==> src/rtl/io_bus_master.sv <==
// io_bus_master: initiator for the 4-bit-addressed IO port bus.
// This block takes one read or write from the core and drives it onto the
// IO port bank. It then returns a buffered response, with an error flag
// for unmapped addresses. Only one transaction is outstanding at a time.
module io_bus_master #(
   parameter int BITS        = 16,
   parameter int NUM_PORTS   = 4,   // mapped addresses 0..NUM_PORTS-1, 1..16
   parameter int WAIT_CYCLES = 1    // extra strobe cycles beyond the first, 0..15
) (
   input  logic            clk,
   input  logic            rst,
   // core request channel
   input  logic            req_valid,
   output logic            req_ready,
   input  logic            req_write,
   input  logic [3:0]      req_addr,
   input  logic [BITS-1:0] req_wdata,
   // core response channel
   output logic            rsp_valid,
   input  logic            rsp_ready,
   output logic [BITS-1:0] rsp_rdata,
   output logic            rsp_err,
   // peripheral bus
   output logic            io_en,
   output logic            io_r_or_w,
   output logic [3:0]      io_addr,
   output logic [BITS-1:0] io_wdata,
   input  logic [BITS-1:0] io_rdata
);

   localparam logic [1:0] IDLE   = 2'd0;
   localparam logic [1:0] SETUP  = 2'd1;
   localparam logic [1:0] STROBE = 2'd2;
   localparam logic [1:0] RESP   = 2'd3;

   localparam logic [3:0] WAIT_INIT  = 4'(WAIT_CYCLES);
   localparam logic [4:0] PORT_LIMIT = 5'(NUM_PORTS);

   logic [1:0] state;
   logic [3:0] wait_cnt;
   logic       addr_mapped;

   // Decode whether the incoming address lands on an existing port.
   // The extra MSB lets NUM_PORTS=16 compare correctly.
   assign addr_mapped = ({1'b0, req_addr} < PORT_LIMIT);

   // Sequencer: every output is a register that is updated on state transitions.
   // The io_* registers also serve as the latched copy of the request.
   // They keep their last driven value while idle.
   // NOTE: sequential state uses non-blocking assignments only, and the
   // synchronous reset sits inside the clocked block, so it acts on an edge.
   always_ff @(posedge clk) begin
      if (rst) begin
         state     <= IDLE;
         wait_cnt  <= '0;
         req_ready <= 1'b1;
         rsp_valid <= 1'b0;
         rsp_rdata <= '0;
         rsp_err   <= 1'b0;
         io_en     <= 1'b0;
         io_r_or_w <= 1'b0;
         io_addr   <= '0;
         io_wdata  <= '0;
      end else begin
         case (state)
            IDLE: begin
               if (req_valid && req_ready) begin
                  req_ready <= 1'b0;
                  if (addr_mapped) begin
                     io_addr   <= req_addr;
                     io_wdata  <= req_wdata;
                     io_r_or_w <= req_write;
                     rsp_err   <= 1'b0;
                     state     <= SETUP;
                  end else begin
                     // Unmapped address: respond at once and leave the bus untouched.
                     rsp_err   <= 1'b1;
                     rsp_rdata <= '0;
                     rsp_valid <= 1'b1;
                     state     <= RESP;
                  end
               end
            end

            SETUP: begin
               wait_cnt <= WAIT_INIT;
               io_en    <= 1'b1;
               state    <= STROBE;
            end

            STROBE: begin
               if (wait_cnt == 4'd0) begin
                  // Last strobe cycle: a read samples the peripheral, a write returns 0.
                  rsp_rdata <= io_r_or_w ? '0 : io_rdata;
                  io_en     <= 1'b0;
                  io_r_or_w <= 1'b0;
                  rsp_valid <= 1'b1;
                  state     <= RESP;
               end else begin
                  wait_cnt <= wait_cnt - 4'd1;
               end
            end

            RESP: begin
               if (rsp_valid && rsp_ready) begin
                  rsp_valid <= 1'b0;
                  req_ready <= 1'b1;
                  state     <= IDLE;
               end
            end

            default: begin
               state     <= IDLE;
               req_ready <= 1'b1;
               rsp_valid <= 1'b0;
               io_en     <= 1'b0;
               io_r_or_w <= 1'b0;
            end
         endcase
      end
   end

endmodule

==> config.mk <==
export PLATFORM = sky130hd
export DESIGN_NAME = io_bus_master
export DESIGN_NICKNAME = d
export VERILOG_FILES = /design/src/rtl/io_bus_master.sv
export SDC_FILE = /design/constraint.sdc
export NUM_CORES = 1
export LEC_CHECK = 0
export CAP_MARGIN = 20
export CORE_MARGIN = 2
export CORE_UTILIZATION = 30
export CTS_CLUSTER_DIAMETER = 120
export DETAILED_ROUTE_END_ITERATION = 7
export GPL_TIMING_DRIVEN = 0
export PLACE_DENSITY = 0.57
export SKIP_LAST_GASP = 1
export SLEW_MARGIN = 5
export SYNTH_ARGS = -nofsm -noshare
export SYNTH_HDL_FRONTEND = slang
export SYNTH_SLANG_ARGS = --single-unit
export TNS_END_PERCENT = 5
==> constraint.sdc <==
create_clock -name clk -period 2.4 [get_ports clk]
set_input_delay 0.48 -clock clk [delete_from_list [all_inputs] [get_ports clk]]
set_output_delay 0.48 -clock clk [all_outputs]
set_load 0.01 [all_outputs]
Word level (Yosys, flattened, before mapping)
Index checks and enable logic that the tools add are counted.

word-level totals
  output and inout bits = 41
  memories kept = 0
  input port bits = 41
  logic and storage cells = 64
  bits in registers = 47
  memory bits (read-only) = 0
  latch bits = 0
  bits in writable memories = 0

operators by class
  reduce and logical (&&, ||, !) cells = 17
  equality and inequality tests = 9
  bitwise gates (word level) = 0
  shift-type cells = 0
  add/sub/neg operators = 1
  multiply operators = 0
  divide/modulo/power cells = 0
  mux-type cells = 26
  $lt $le $gt $ge = 1

operators by type and width
  kind                                                        count
  two-way mux 16 bit                                          4
  one-hot mux 16 bit (2 select lines)                         1
  inequality test 2 bit, second input constant                6
  two-way mux 1 bit                                           10
  AND reduction 3 bit                                         3
  two-way mux 2 bit                                           4
  one-hot mux 2 bit (4 select lines)                          1
  one-hot mux 4 bit (2 select lines)                          1
  AND reduction 4 bit                                         2
  one-hot mux 1 bit (2 select lines)                          3
  AND reduction 2 bit                                         3
  nonzero test 2 bit                                          3
  AND reduction 5 bit                                         1
  == test 2 bit, second input constant                        2
  zero test 4 bit                                             1
  less-than comparator 4 x 3 -> 1 bit, second input constant  1
  two-way mux 4 bit                                           1
  subtractor 4 x 1 -> 4 bit, second input constant            1
  one-hot mux 1 bit (3 select lines)                          1
  nonzero test 3 bit                                          1
  == test 2 x 1 -> 1 bit, second input constant               1
  logical AND 1 bit                                           2
  zero test 2 bit                                             1

Longest topological paths before layout
Gate-level depths: netlist of run 1.

  word-level depth = 4
  depth in mapped cells = 8
  depth with buffers taken out = 6

Worst setup path before layout of run 1
Ideal clock, no wire load.

  path kind = register -> register
  start point = reg wait_cnt[0]
  end point = reg rsp_rdata[0]
  data arrival time = 1.732 ns
  required time = 2.277 ns
  cell stages (with the launch flop) = 7
  path slack = 0.545 ns
  cell sequence = dfxtp_1 > inv_1 > ha_1 > or3b_4 > a2111oi_4 > clkbuf_2 > o21ai_0

between the ends
  word-level cells in the longest chain between the ends = 3

ends and longest elaborated chain
  element                                 line  text
  start: declaration                      40    logic [3:0] wait_cnt;
  start signal: assignment                100   wait_cnt <= wait_cnt - 4'd1;
  zero test 4 bit                         92    if (wait_cnt == 4'd0) begin
  inequality test 2 bit (no source line)  n/a
  AND reduction 4 bit (no source line)    n/a
  end signal: assignment                  94    rsp_rdata <= io_r_or_w ? '0 : io_rdata;
  end: declaration                        21    output logic [BITS-1:0] rsp_rdata,

Every way passes these cells.
A chain may end at the register's enable or synchronous reset.

Worst setup path in the final report of run 1
  start point = reg state[1]
  end point = reg rsp_rdata[2]

between the ends
  word-level cells in the longest chain between the ends = 3
  elaborated cells on any way between the ends = 8

ends and longest elaborated chain
  element                                                                       line  text
  start: declaration                                                            39    logic [1:0] state;
  start signal: assignment                                                      54    state <= IDLE;
  start signal: assignment                                                      74    state <= SETUP;
  start signal: assignment                                                      80    state <= RESP;
  == test 2 bit or zero test 2 bit (tied branches)                              65    case (state)
  inequality test 2 bit (no source line) or nonzero test 2 bit (tied branches)  n/a
  AND reduction 4 bit (no source line)                                          n/a

Parallel ways exist; a longest one is shown, timed or not.

==> results_tabular.tex, run 1 <==
\begin{tabular}{lr}
\hline
Metric & Value \\
\hline
\multicolumn{2}{l}{\textbf{Timing}} \\
\quad Fin worst setup slack & $\sim$260 ps \\
\quad Worst slew margin & 61.5\% \\
\quad Transition time of the tightest slew-check pin & roughly 570 ps \\
\quad Final Max Slew Viols & 0 \\
\quad Period Utilization, post-route & between 80 and 90\% \\
\quad Setup-failing EPs final & 0 \\
\quad Final-layout setup total negative slack & 0 ps \\
\quad Worst clock skew & around 5.4 ps \\
\quad Unrepaired setup endpoints after global routing & false \\
\quad Number of hold violations in the final report & 0 \\
\quad Clock period minus final worst setup slack & 2140 ps \\
\quad Peak clock frequency supported by timing & roughly 470 MHz \\
\multicolumn{2}{l}{\textbf{Synthesis}} \\
\quad Distinct cells, synth & 35 \\
\quad Sequential area share after synthesis & 48.2\% \\
\quad Number of warnings issued by yosys & 0 \\
\quad Summed instance area of the synthesized netlist & 1950 um\^{}2 \\
\quad Post-synth EDFFs & 0 \\
\quad Synthesized net count & 280 \\
\quad Post-Synth Simple-Gate Area & 25.4\% \\
\quad Synthesized-area fraction occupied by ao, oa, aoi and oai cells & between 15 and 20\% \\
\quad Proportion of register bits with asynchronous set or reset after synthesis & 0\% \\
\quad Largest family of logic cells by synthesized area & simple AND/OR/NAND/NOR gates \\
\quad Xor/xnor share of the synthesized area & 0\% \\
\quad Multiplexer fraction of the synthesized cell area & 1.54\% \\
\quad Synthesized-area fraction occupied by adder cells & 4.49\% \\
\quad Number of cells produced by synthesis & roughly 230 \\
\quad Avg Inst Size Synth & 8.41 um\^{}2 \\
\quad Flop and latch count out of synthesis & 47 \\
\quad Top\_reg\_cell synth & sky130\_fd\_sc\_hd\_\_dfxtp\_1 \\
\multicolumn{2}{l}{\textbf{Die}} \\
\quad Total die area & around 7000 um\^{}2 \\
\quad Number of top-level design ports & 82 \\
\quad Die Wd & 84.7 um \\
\quad Die boundary height & 84.7 um \\
\quad Area of the core & around 6300 um\^{}2 \\
\quad Row count & 29 \\
\quad Initial Utilization & a little under a third \\
\multicolumn{2}{l}{\textbf{Worst hold path}} \\
\quad Class of the tightest hold or removal check & flop to flop \\
\multicolumn{2}{l}{\textbf{Clocking}} \\
\quad Clock-pin slew on the worst setup and hold paths & 90 ps \\
\quad Setup repair bufs after CTS & 0 \\
\quad Inserted Clock Buffers & 5 \\
\quad H-Tree Level Count & 2 \\
\quad Number of gates given a new drive strength after cts & 0 \\
\quad Clock tree from TritonCTS & yes \\
\quad Worst-skew pair later-pin latency & approximately 300 ps \\
\quad Buffer levels on the longest clock path & 2 \\
\quad CTS Hold Bufs & 0 \\
\quad Clock root buffer & sky130\_fd\_sc\_hd\_\_clkbuf\_8 \\
\quad Sink count of the clock tree & 47 \\
\multicolumn{2}{l}{\textbf{Placement}} \\
\quad Total placed cells including tap cells & slightly below 400 \\
\quad DP HPWL & 3650 um \\
\quad GP Congestion & 0.694 \\
\quad DP Worst Slack & between 70 and 80 ps \\
\quad Number of input and output port buffers inserted & between 80 and 90 \\
\quad Standard cell area after detailed placement & 2860 um\^{}2 \\
\multicolumn{2}{l}{\textbf{GRT}} \\
\quad Met1 usage in global routing & about a fifth \\
\quad Pin count of the biggest net entering global routing & 16 \\
\quad Antenna violations before repair & 0 \\
\quad All-Layer GR Usage & approximately 15\% \\
\quad GR Util met3 & 6.49\% \\
\quad Via count of the first global-routing pass & approximately 1800 \\
\quad Grt met2 use & between 20\% and 30\% \\
\quad Aggregate global routing overflow & 0 \\
\quad Global-route layer with the greatest usage & met2 \\
\quad Global-route wire length before repair & about 8500 um \\
\multicolumn{2}{l}{\textbf{Routing}} \\
\quad Vias & roughly 1800 \\
\quad Detailed Route WL & 4990 um \\
\quad Initial DRC Count & 55 \\
\quad DRC Markers & 0 \\
\quad Via count normalized by instance count & 4.57 \\
\quad Wire per inst & 12.5 um \\
\quad Detail Route Antenna Nets & 0 \\
\quad Length of the first detailed-routing pass in iterations & 4 \\
\multicolumn{2}{l}{\textbf{Worst setup path}} \\
\quad Worst Setup Path Type & flop to flop \\
\quad Slowest cell delay on critical path & 550 ps \\
\quad Critical path, cell by cell & inv\_1 > ha\_1 > buf\_2 > a21boi\_1 > a2111oi\_4 > clkbuf\_2 > o21ai\_0 \\
\quad Worst Setup End Kind & flop \\
\quad Highest-delay cell along the critical path & sky130\_fd\_sc\_hd\_\_a2111oi\_4 \\
\quad Top delay family on crit path & compound AO/OA/AOI/OAI gates \\
\quad Required time worst endpoint & 2590 ps \\
\quad Nature of the critical path startpoint & flop \\
\quad CP max FO & 10 \\
\quad Arrival time of data at the critical path endpoint & between 2000 and 2500 ps \\
\quad Combined buffer and inverter count along the critical path & 3 \\
\multicolumn{2}{l}{\textbf{Cells and area}} \\
\quad Non-Filler Instances & roughly 400 \\
\quad Count of antenna diodes in the layout & 0 \\
\quad Number of nets in the finished design & between 300 and 400 \\
\quad Final cell area excluding filler cells & $\sim$3000 um\^{}2 \\
\quad Share of layout cells above drive strength 1 & under 10\% \\
\quad Area growth syn-to-layout & 52.7\% \\
\quad Final standard cell utilization of the core & between 40\% and 50\% \\
\multicolumn{2}{l}{\textbf{Power and ir drop}} \\
\quad Net switching share of the total power & between 30\% and 40\% \\
\quad Net switching component of the power & 0.946 mW \\
\quad Leakage power total & about 1.1 nW \\
\quad Total power density per cell area & approximately 910 nW/um\^{}2 \\
\quad Maximum resistive drop on vdd & approximately 450 uV \\
\quad Fraction of power consumed by the clock network & a little under a quarter \\
\quad Proportion of power drawn by combinational gates & approximately two fifths \\
\quad Sequential share of power & roughly 36\% \\
\quad Cell-internal power & approximately 1.8 mW \\
\multicolumn{2}{l}{\textbf{Job}} \\
\quad Max-cap violation count & 0 \\
\multicolumn{2}{l}{\textbf{Outcome}} \\
\quad Result of the run & complete, no violations \\
\hline
\end{tabular}
==> cells in the mapped netlist, types with 3 or more instances <==
cell type	n	area [um^2]
sky130_fd_sc_hd__ha_1	7	87.6
sky130_fd_sc_hd__nand3_1	17	85.1
sky130_fd_sc_hd__clkbuf_1	9	33.8
sky130_fd_sc_hd__nand2_1	46	173
sky130_fd_sc_hd__nor3_1	4	20.0
sky130_fd_sc_hd__nor2_1	13	48.8
sky130_fd_sc_hd__inv_1	6	22.5
sky130_fd_sc_hd__o21ai_0	17	85.1
sky130_fd_sc_hd__dfxtp_1	47	941
sky130_fd_sc_hd__nand2b_1	11	68.8
sky130_fd_sc_hd__mux2i_1	3	30.0
sky130_fd_sc_hd__a21oi_1	24	120
==> cell families (layout without fill, tap and decap cells) <==
group                      after synthesis  count (layout)
adders and majority gates                7               7
muxes                                    3               3
and+or+nand+nor                        104             104
buffers and inverters                   20             109
AOI/OAI and AO/OA                       51              51
DFF                                     47              47
==> registers in the layout, indices dropped and copies added (netlist names) <==
register	cells
io_en	1
req_ready	1
rsp_valid	1
io_r_or_w	1
state	2
io_addr	4
rsp_rdata	16
wait_cnt	4
rsp_err	1
io_wdata	16
==> worst reg2reg max path: stages, from the launching register on <==
cell and delay [ps]:
sky130_fd_sc_hd__dfxtp_1 410, sky130_fd_sc_hd__inv_1 100, sky130_fd_sc_hd__ha_1 180, sky130_fd_sc_hd__buf_2 170, sky130_fd_sc_hd__a21boi_1 200, sky130_fd_sc_hd__a2111oi_4 550
sky130_fd_sc_hd__clkbuf_2 300, sky130_fd_sc_hd__o21ai_0 120
==> per-layer routing <==
| metal | up-vias | wire length (um) |
|---|---|---|
| met1 | 791 | 2290 |
| li1 | 961 | - |
| met5 | - | 0 |
| met3 | 4 | 482 |
| met4 | 0 | 51 |
| met2 | 64 | 2160 |
==> stage by stage <==
step / hold slack [ps] / total power, mW
floorplan: 466 / 1.70
global placement: 442 / 2.10
detailed placement: 446 / 2.10
CTS: 459 / 2.74
global route: 477 / 2.92
finish: 455 / 2.70
==> final timing paths <==
path         slack [ps]         start      endpoint  cells after the start
max                 260      state[1]  rsp_rdata[2]                      7
min                 450  io_wdata[15]  io_wdata[15]                      2
max reg2reg         260      state[1]  rsp_rdata[2]                      7
min reg2reg         450  io_wdata[15]  io_wdata[15]                      2
==> cell type report <==
type | instances | area, um^2
multi-input cells | 165 | 917
flip-flops and latches | 47 | 941
fillers | 637 | 3330
inverters | 6 | 22.5
plain buffers | 14 | 71.3
well taps | 77 | 96.3
clock buffers | 6 | 82.6
repair buffers | 81 | 811
clock inverters | 2 | 38.8
==> power groups by stage <==
stage	clock (mW)	combinational [mW]	sequential [mW]
2_1_floorplan	0	0.679	1.02
5_1_grt	0.686	1.24	0.995
3_3_place_gp	0	1.11	0.990
6_report	0.619	1.11	0.976
3_5_place_dp	0	1.11	0.990
4_1_cts	0.640	1.12	0.976
==> cell usage in the layout (no fill, tap or decap), types with 2 or more instances in the layout <==
cell type,instances
sky130_fd_sc_hd__a21oi_1,24
sky130_fd_sc_hd__nor3b_1,2
sky130_fd_sc_hd__clkdlybuf4s50_1,81
sky130_fd_sc_hd__and3_1,2
sky130_fd_sc_hd__dfxtp_1,47
sky130_fd_sc_hd__ha_1,7
sky130_fd_sc_hd__inv_1,6
sky130_fd_sc_hd__nand2b_1,11
sky130_fd_sc_hd__a211oi_1,2
sky130_fd_sc_hd__nor3_1,4
sky130_fd_sc_hd__mux2i_1,3
sky130_fd_sc_hd__nand3_1,17
sky130_fd_sc_hd__clkbuf_1,9
sky130_fd_sc_hd__buf_6,2
sky130_fd_sc_hd__nor2_1,13
sky130_fd_sc_hd__nand2_1,46
sky130_fd_sc_hd__buf_2,2
sky130_fd_sc_hd__clkbuf_8,6
sky130_fd_sc_hd__o21ai_0,17
Power figures use the tool's default switching activity.
==> run 2, diff against run 1 <==
DONT_BUFFER_PORTS = 1   (was unset)
GPL_TIMING_DRIVEN = unset   (was 0)
PLACE_DENSITY = 0.41   (was 0.57)
==> run 2 against run 1 <==
Net effect: worst setup slack improved by 150 ps; hold slack lost 200 ps; cell count shrank 23%; die area unchanged; flip-flop and latch count unchanged; fmax rose by 7.4%; clock power down 20%; clock-buffer cell count stayed put; register-to-register slack improved by 150 ps; wire length is 11% lower; critical endpoint is now rsp_valid.
==> results_tabular.tex, run 2 (synthesis gave the netlist of run 1 again) <==
\begin{tabular}{lr}
\hline
Metric & Value \\
\hline
\multicolumn{2}{l}{\textbf{GRT}} \\
\quad Antenna violations before repair & 0 (unchanged) \\
\quad Aggregate global routing overflow & 0 (unchanged) \\
\quad Via count of the first global-routing pass & 1473 (-19\%) \\
\quad All-Layer GR Usage & 12.7\% (-1.8 points) \\
\quad Global-route wire length before repair & 7340 um (-14\%) \\
\quad Pin count of the biggest net entering global routing & 41 (+25) \\
\multicolumn{2}{l}{\textbf{Outcome}} \\
\quad Result of the run & complete, no violations \\
\multicolumn{2}{l}{\textbf{Timing}} \\
\quad Unrepaired setup endpoints after global routing & false \\
\quad Worst clock skew & 5.55 ps (+0.175 ps) \\
\quad Fin worst setup slack & 408 ps (+147 ps) \\
\quad Setup-failing EPs final & 0 (unchanged) \\
\quad Peak clock frequency supported by timing & 502 MHz (+7.4\%) \\
\quad Number of hold violations in the final report & 0 (unchanged) \\
\quad Worst slew margin & 63.6\% (+2.0 points) \\
\quad Worst hold-check slack & 251 ps (-204 ps) \\
\quad Final-layout setup total negative slack & 0 ps (unchanged) \\
\quad Clock period minus final worst setup slack & 1990 ps (-147 ps) \\
\quad Final Max Slew Viols & 0 (unchanged) \\
\quad Transition time of the tightest slew-check pin & 545 ps (-28.1 ps) \\
\quad Period Utilization, post-route & 83.0\% (-6.1 points) \\
\multicolumn{2}{l}{\textbf{Worst setup path}} \\
\quad Worst Setup End Kind & flop \\
\quad Slowest cell delay on critical path & 510 ps (-40 ps) \\
\quad Crit path depth & 7 (unchanged) \\
\quad Arrival time of data at the critical path endpoint & 2190 ps (-140 ps) \\
\quad Endpoint of the most critical setup path & rsp\_valid \\
\quad Nature of the critical path startpoint & flop \\
\quad Worst Reg-to-Reg Cells & 7 (unchanged) \\
\quad Critical path, cell by cell & inv\_1 > ha\_1 > a21boi\_1 > a211oi\_1 > buf\_4 > and3\_1 > a31o\_2 \\
\quad Worst Setup SP & state[1] \\
\quad Required time worst endpoint & 2590 ps (about the same) \\
\quad Endpoint of the worst-slack reg-to-reg timing path & rsp\_valid \\
\quad Reg2reg start & state[1] \\
\quad Combined buffer and inverter count along the critical path & 2 (-1) \\
\quad Top delay family on crit path & compound AO/OA/AOI/OAI gates \\
\quad R2R setup slack & 410 ps (+150 ps) \\
\quad Highest-delay cell along the critical path & sky130\_fd\_sc\_hd\_\_a21boi\_1 \\
\quad Worst Setup Path Type & flop to flop \\
\quad CP max FO & 9 (-1) \\
\multicolumn{2}{l}{\textbf{Cells and area}} \\
\quad Count of antenna diodes in the layout & 0 (unchanged) \\
\quad Share of layout cells above drive strength 1 & 7.39\% (+1.8 points) \\
\quad Fill cell instance count of the final layout & 687 (+7.8\%) \\
\quad Most common library cell in the layout ignoring fill and taps & sky130\_fd\_sc\_hd\_\_dfxtp\_1 \\
\quad Registers with the most flip-flops & io\_wdata x16, rsp\_rdata x16 \\
\quad FF/Latch Area & 941 um\^{}2 (unchanged) \\
\quad Multi-input combinational cell area & 917 um\^{}2 (unchanged) \\
\quad Area growth syn-to-layout & 7.88\% \\
\quad Number of nets in the finished design & 278 (-24\%) \\
\quad Final cell area excluding filler cells & 2110 um\^{}2 (-29\%) \\
\quad Commonest cells after routing, fill and taps aside & sky130\_fd\_sc\_hd\_\_dfxtp\_1 (47), sky130\_fd\_sc\_hd\_\_nand2\_1 (46), sky130\_fd\_sc\_hd\_\_a21oi\_1 (24) \\
\multicolumn{2}{l}{\textbf{Die}} \\
\quad Die boundary height & 84.7 um (unchanged) \\
\quad Initial Utilization & 30.9\% (unchanged) \\
\quad Number of top-level design ports & 82 (unchanged) \\
\quad Die Wd & 84.7 um (unchanged) \\
\quad Total die area & 7170 um\^{}2 (unchanged) \\
\quad Area of the core & 6310 um\^{}2 (unchanged) \\
\quad Row count & 29 (unchanged) \\
\multicolumn{2}{l}{\textbf{Placement}} \\
\quad GP Congestion & 0.715 (+3.1\%) \\
\quad Number of input and output port buffers inserted & 0 (-100\%) \\
\quad DP Worst Slack & 395 ps (+320 ps) \\
\quad DP HPWL & 3060 um (-16\%) \\
\quad Standard cell area after detailed placement & 2010 um\^{}2 (-30\%) \\
\multicolumn{2}{l}{\textbf{Clocking}} \\
\quad Inserted Clock Buffers & 5 (unchanged) \\
\quad CTS Hold Bufs & 0 (unchanged) \\
\quad Sink count of the clock tree & 47 (unchanged) \\
\quad Buffer levels on the longest clock path & 2 (unchanged) \\
\quad Number of gates given a new drive strength after cts & 0 (unchanged) \\
\quad Setup repair bufs after CTS & 0 (unchanged) \\
\quad Clock-pin slew on the worst setup and hold paths & 90 ps (about the same) \\
\quad Clock root buffer & sky130\_fd\_sc\_hd\_\_clkbuf\_8 \\
\quad H-Tree Level Count & 2 (unchanged) \\
\quad Clock tree from TritonCTS & yes \\
\quad Worst-skew pair later-pin latency & 290 ps (about the same) \\
\multicolumn{2}{l}{\textbf{Power and ir drop}} \\
\quad Leakage power total & 0.729 nW (-31\%) \\
\quad Post-layout power & 2.29 mW (-15\%) \\
\quad Maximum resistive drop on vdd & 307 uV (-31\%) \\
\quad Total power density per cell area & 1090 nW/um\^{}2 (+20\%) \\
\multicolumn{2}{l}{\textbf{Routing}} \\
\quad Detailed Route WL & 4460 um (-11\%) \\
\quad Initial DRC Count & 81 (+47\%) \\
\quad DRC Markers & 0 (unchanged) \\
\quad Vias & 1519 (-17\%) \\
\quad Wire per inst & 14.5 um (+16\%) \\
\quad Via count normalized by instance count & 4.95 (+8.2\%) \\
\quad Detail Route Antenna Nets & 0 (unchanged) \\
\quad Length of the first detailed-routing pass in iterations & 4 (unchanged) \\
\multicolumn{2}{l}{\textbf{Worst hold path}} \\
\quad Class of the tightest hold or removal check & primary input to flop \\
\multicolumn{2}{l}{\textbf{Job}} \\
\quad Max-cap violation count & 0 (unchanged) \\
\hline
\end{tabular}
==> run 2: worst min path at each step <==
stage	cells after the start	end	slack, ps	startpoint
after floorplan	2	wait_cnt[2]	470	wait_cnt[2]
after global routing	1	io_addr[1]	220	rst
after global placement	1	wait_cnt[0]	480	wait_cnt[0]
after CTS	1	io_wdata[11]	230	rst
final	1	state[1]	250	rst
after detailed placement	1	wait_cnt[0]	480	wait_cnt[0]
==> run 2: per-stage QoR <==
step | cells | util (%)
3_3_place_gp | 300 | 31.9
2_1_floorplan | 232 | -
3_5_place_dp | 300 | 31.9
5_1_grt | 307 | 33.4
4_1_cts | 307 | 33.4
6_report | 307 | 33.4
==> run 2: cell type report <==
type | instances | area share (%)
Inverter | 6 | 1.07
Tap cell | 77 | 4.58
Sequential cell | 47 | 44.7
Timing Repair Buffer | 5 | 1.78
Clock inverter | 1 | 0.416
Multi-Input combinational cell | 165 | 43.6
Clock buffer | 6 | 3.92
==> run 2: power by group <==
part / total, mW / internal (mW) / switching [mW]
sequential: 1.03 / 0.893 / 0.134
clock: 0.498 / 0.232 / 0.266
combinational: 0.762 / 0.308 / 0.454
==> run 2: layer usage <==
layer  global-route usage [%]  vias up  wire length (um)
met5                        0        -                 0
met1                     16.2      673              2030
met4                     3.46        0                36
li1                         -      781                 -
met3                     5.60        4               481
met2                     19.7       61              1920
==> run 3, diff against run 2 <==
clock period = 2.05 ns   (was 2.4 ns; I/O delays follow)
==> run 3 against run 2 <==
Net effect: via count up 0.46%; total power grew 20%; sequential share of layout area is 0.99 points lower; sequential power grew 16%; fmax increased by 5.7%; clock skew decreased by 1.8 ps; first-iteration DRC count down 6.2%; die area stayed put; critical path type unchanged.
==> results_tabular.tex, run 3 (synthesis gave the netlist of run 1 again) <==
\begin{tabular}{lr}
\hline
Metric & Value \\
\hline
\multicolumn{2}{l}{\textbf{GRT}} \\
\quad Pin count of the biggest net entering global routing & 41 (unchanged) \\
\quad Aggregate global routing overflow & 0 (unchanged) \\
\quad Via count of the first global-routing pass & 1467 (-0.41\%) \\
\quad Antenna violations before repair & 0 (unchanged) \\
\quad Global-route wire length before repair & 7330 um (about the same) \\
\quad All-Layer GR Usage & 12.8\% (+0.031 points) \\
\multicolumn{2}{l}{\textbf{Worst setup path}} \\
\quad R2R setup slack & 170 ps (-240 ps) \\
\quad Worst Reg-to-Reg Cells & 7 (unchanged) \\
\quad CP max FO & 32 (+23) \\
\quad Crit path depth & 7 (unchanged) \\
\quad Endpoint of the worst-slack reg-to-reg timing path & rsp\_rdata[14] \\
\quad Required time worst endpoint & 2280 ps (-310 ps) \\
\quad Nature of the critical path startpoint & flop \\
\quad Arrival time of data at the critical path endpoint & 2110 ps (-80 ps) \\
\quad Combined buffer and inverter count along the critical path & 2 (unchanged) \\
\quad Worst Setup End Kind & flop \\
\quad Slowest cell delay on critical path & 420 ps (-90 ps) \\
\quad Highest-delay cell along the critical path & sky130\_fd\_sc\_hd\_\_or3b\_4 \\
\quad Top delay family on crit path & simple AND/OR/NAND/NOR gates \\
\quad Critical path, cell by cell & inv\_1 > ha\_1 > or3b\_4 > a2111oi\_4 > buf\_12 > nand3\_1 > o21ai\_0 \\
\quad Reg2reg start & wait\_cnt[0] \\
\quad Worst Setup Path Type & flop to flop \\
\multicolumn{2}{l}{\textbf{Placement}} \\
\quad Number of input and output port buffers inserted & 0 (unchanged) \\
\quad Total placed cells including tap cells & 306 (+2.0\%) \\
\quad Standard cell area after detailed placement & 2070 um\^{}2 (+2.9\%) \\
\quad GP Congestion & 0.682 (-4.7\%) \\
\quad DP HPWL & 3170 um (+3.5\%) \\
\multicolumn{2}{l}{\textbf{Timing}} \\
\quad Final Max Slew Viols & 0 (unchanged) \\
\quad Peak clock frequency supported by timing & 531 MHz (+5.7\%) \\
\quad Number of hold violations in the final report & 0 (unchanged) \\
\quad Worst hold-check slack & 174 ps (-77.3 ps) \\
\quad Period Utilization, post-route & 91.9\% (+9.0 points) \\
\quad Unrepaired setup endpoints after global routing & true \\
\quad Clock period minus final worst setup slack & 1880 ps (-107 ps) \\
\quad Transition time of the tightest slew-check pin & 409 ps (-136 ps) \\
\quad Setup-failing EPs final & 0 (unchanged) \\
\quad Worst slew margin & 72.7\% (+9.1 points) \\
\quad Worst clock skew & 3.78 ps (-1.78 ps) \\
\multicolumn{2}{l}{\textbf{Clocking}} \\
\quad Sink count of the clock tree & 47 (unchanged) \\
\quad Clock-pin slew on the worst setup and hold paths & 80 ps (about the same) \\
\quad Inserted Clock Buffers & 5 (unchanged) \\
\quad Clock tree from TritonCTS & yes \\
\quad Clock root buffer & sky130\_fd\_sc\_hd\_\_clkbuf\_8 \\
\quad Buffer levels on the longest clock path & 2 (unchanged) \\
\quad Worst-skew pair later-pin latency & 300 ps (about the same) \\
\quad H-Tree Level Count & 2 (unchanged) \\
\multicolumn{2}{l}{\textbf{Cells and area}} \\
\quad Registers with the most flip-flops & io\_wdata x16, rsp\_rdata x16 \\
\quad Commonest cells after routing, fill and taps aside & sky130\_fd\_sc\_hd\_\_dfxtp\_1 (47), sky130\_fd\_sc\_hd\_\_nand2\_1 (46), sky130\_fd\_sc\_hd\_\_a21oi\_1 (24) \\
\quad Share of layout cells above drive strength 1 & 9.79\% (+2.4 points) \\
\quad Most common library cell in the layout ignoring fill and taps & sky130\_fd\_sc\_hd\_\_dfxtp\_1 \\
\quad Area growth syn-to-layout & 10.3\% \\
\quad Final standard cell utilization of the core & 34.1\% (+0.75 points) \\
\quad Count of antenna diodes in the layout & 0 (unchanged) \\
\quad Fill cell instance count of the final layout & 693 (+0.87\%) \\
\quad Final cell area excluding filler cells & 2150 um\^{}2 (+2.3\%) \\
\quad Number of nets in the finished design & 284 (+2.2\%) \\
\quad Non-Filler Instances & 312 (+1.6\%) \\
\multicolumn{2}{l}{\textbf{Die}} \\
\quad Initial Utilization & 30.9\% (unchanged) \\
\quad Area of the core & 6310 um\^{}2 (unchanged) \\
\quad Number of top-level design ports & 82 (unchanged) \\
\quad Row count & 29 (unchanged) \\
\quad Total die area & 7170 um\^{}2 (unchanged) \\
\quad Die Wd & 84.7 um (unchanged) \\
\quad Die boundary height & 84.7 um (unchanged) \\
\multicolumn{2}{l}{\textbf{Power and ir drop}} \\
\quad Net switching component of the power & 1.03 mW (+20\%) \\
\quad Sequential share of power & 43.3\% (-1.6 points) \\
\quad Cell-internal power & 1.72 mW (+20\%) \\
\quad Leakage power total & 0.753 nW (+3.3\%) \\
\quad Maximum resistive drop on vdd & 466 uV (+52\%) \\
\quad Post-layout power & 2.75 mW (+20\%) \\
\quad Fraction of power consumed by the clock network & 19.5\% (-2.3 points) \\
\quad Total power density per cell area & 1280 nW/um\^{}2 (+17\%) \\
\quad Net switching share of the total power & 37.4\% (about the same) \\
\quad Proportion of power drawn by combinational gates & 37.2\% (+3.9 points) \\
\multicolumn{2}{l}{\textbf{Worst hold path}} \\
\quad Endpoint of the worst hold path & wait\_cnt[1] \\
\quad Class of the tightest hold or removal check & primary input to flop \\
\quad Hold depth & 1 (unchanged) \\
\quad Hold path start & rst \\
\multicolumn{2}{l}{\textbf{Routing}} \\
\quad Initial DRC Count & 76 (-6.2\%) \\
\quad Wire per inst & 14.5 um (about the same) \\
\quad Detail Route Antenna Nets & 0 (unchanged) \\
\quad Length of the first detailed-routing pass in iterations & 4 (unchanged) \\
\quad DRC Markers & 0 (unchanged) \\
\quad Vias & 1526 (+0.46\%) \\
\quad Via count normalized by instance count & 4.89 (-1.1\%) \\
\quad Detailed Route WL & 4530 um (+1.6\%) \\
\multicolumn{2}{l}{\textbf{Outcome}} \\
\quad Result of the run & complete, no violations \\
\multicolumn{2}{l}{\textbf{Job}} \\
\quad Max-cap violation count & 0 (unchanged) \\
\hline
\end{tabular}
-- run 3: cell count changes in the layout (fill, tap and decap cells not counted), sizes merged --
cell and delta:
buf +6, clkbuf -1, clkinvlp +1, inv -1
-- run 3: power groups by stage --
| stage | clock network (mW) | logic [mW] | registers [mW] |
|---|---|---|---|
| after detailed placement | 0 | 1.02 | 1.21 |
| after global placement | 0 | 1.03 | 1.21 |
| after global routing | 0.595 | 1.17 | 1.21 |
| after floorplan | 0 | 0.795 | 1.19 |
| after CTS | 0.565 | 1.03 | 1.19 |
| final | 0.537 | 1.02 | 1.19 |
-- run 3: cell type report --
cell class | instances | area [um^2] | share of cell area, %
clock buffers | 5 | 68.8 | 3.20
well taps | 77 | 96.3 | 4.47
clock inverters | 1 | 7.51 | 0.349
repair buffers | 11 | 95.1 | 4.42
flip-flops and latches | 47 | 941 | 43.7
inverters | 6 | 22.5 | 1.05
multi-input cells | 165 | 922 | 42.8
-- run 3: metal layers --
metal / wire length [um] / global-route usage [%] / vias to the layer above
li1: - / - / 791
met1: 2060 / 15.7 / 675
met2: 1970 / 20.3 / 55
met3: 449 / 5.90 / 5
met4: 52 / 3.46 / 0
met5: 0 / 0 / -
-- run 3: how the worst max path moves through the flow --
stage                     start             to  slack (ps)
finish              wait_cnt[0]  rsp_rdata[14]         170
global route           state[0]  rsp_rdata[10]         -50
CTS                 wait_cnt[0]      rsp_valid         100
detailed placement  wait_cnt[0]      rsp_valid         120
global placement    wait_cnt[0]      rsp_valid         130
floorplan           wait_cnt[0]   rsp_rdata[0]         190
-- run 3: metrics by stage --
step                      TNS, ps  setup WS, ps
after CTS                       0          97.5
after detailed placement        0           117
after global routing         -234         -48.6
final                           0           165
after floorplan                 0           195
after global placement          0           130
-- run 3: repair_timing --
action,in CTS,in global routing
setup buffers,0,0
hold buffers,0,0
endpoints found under the hold margin,0,0
setup endpoints to repair,0,9
gates resized for setup,0,1
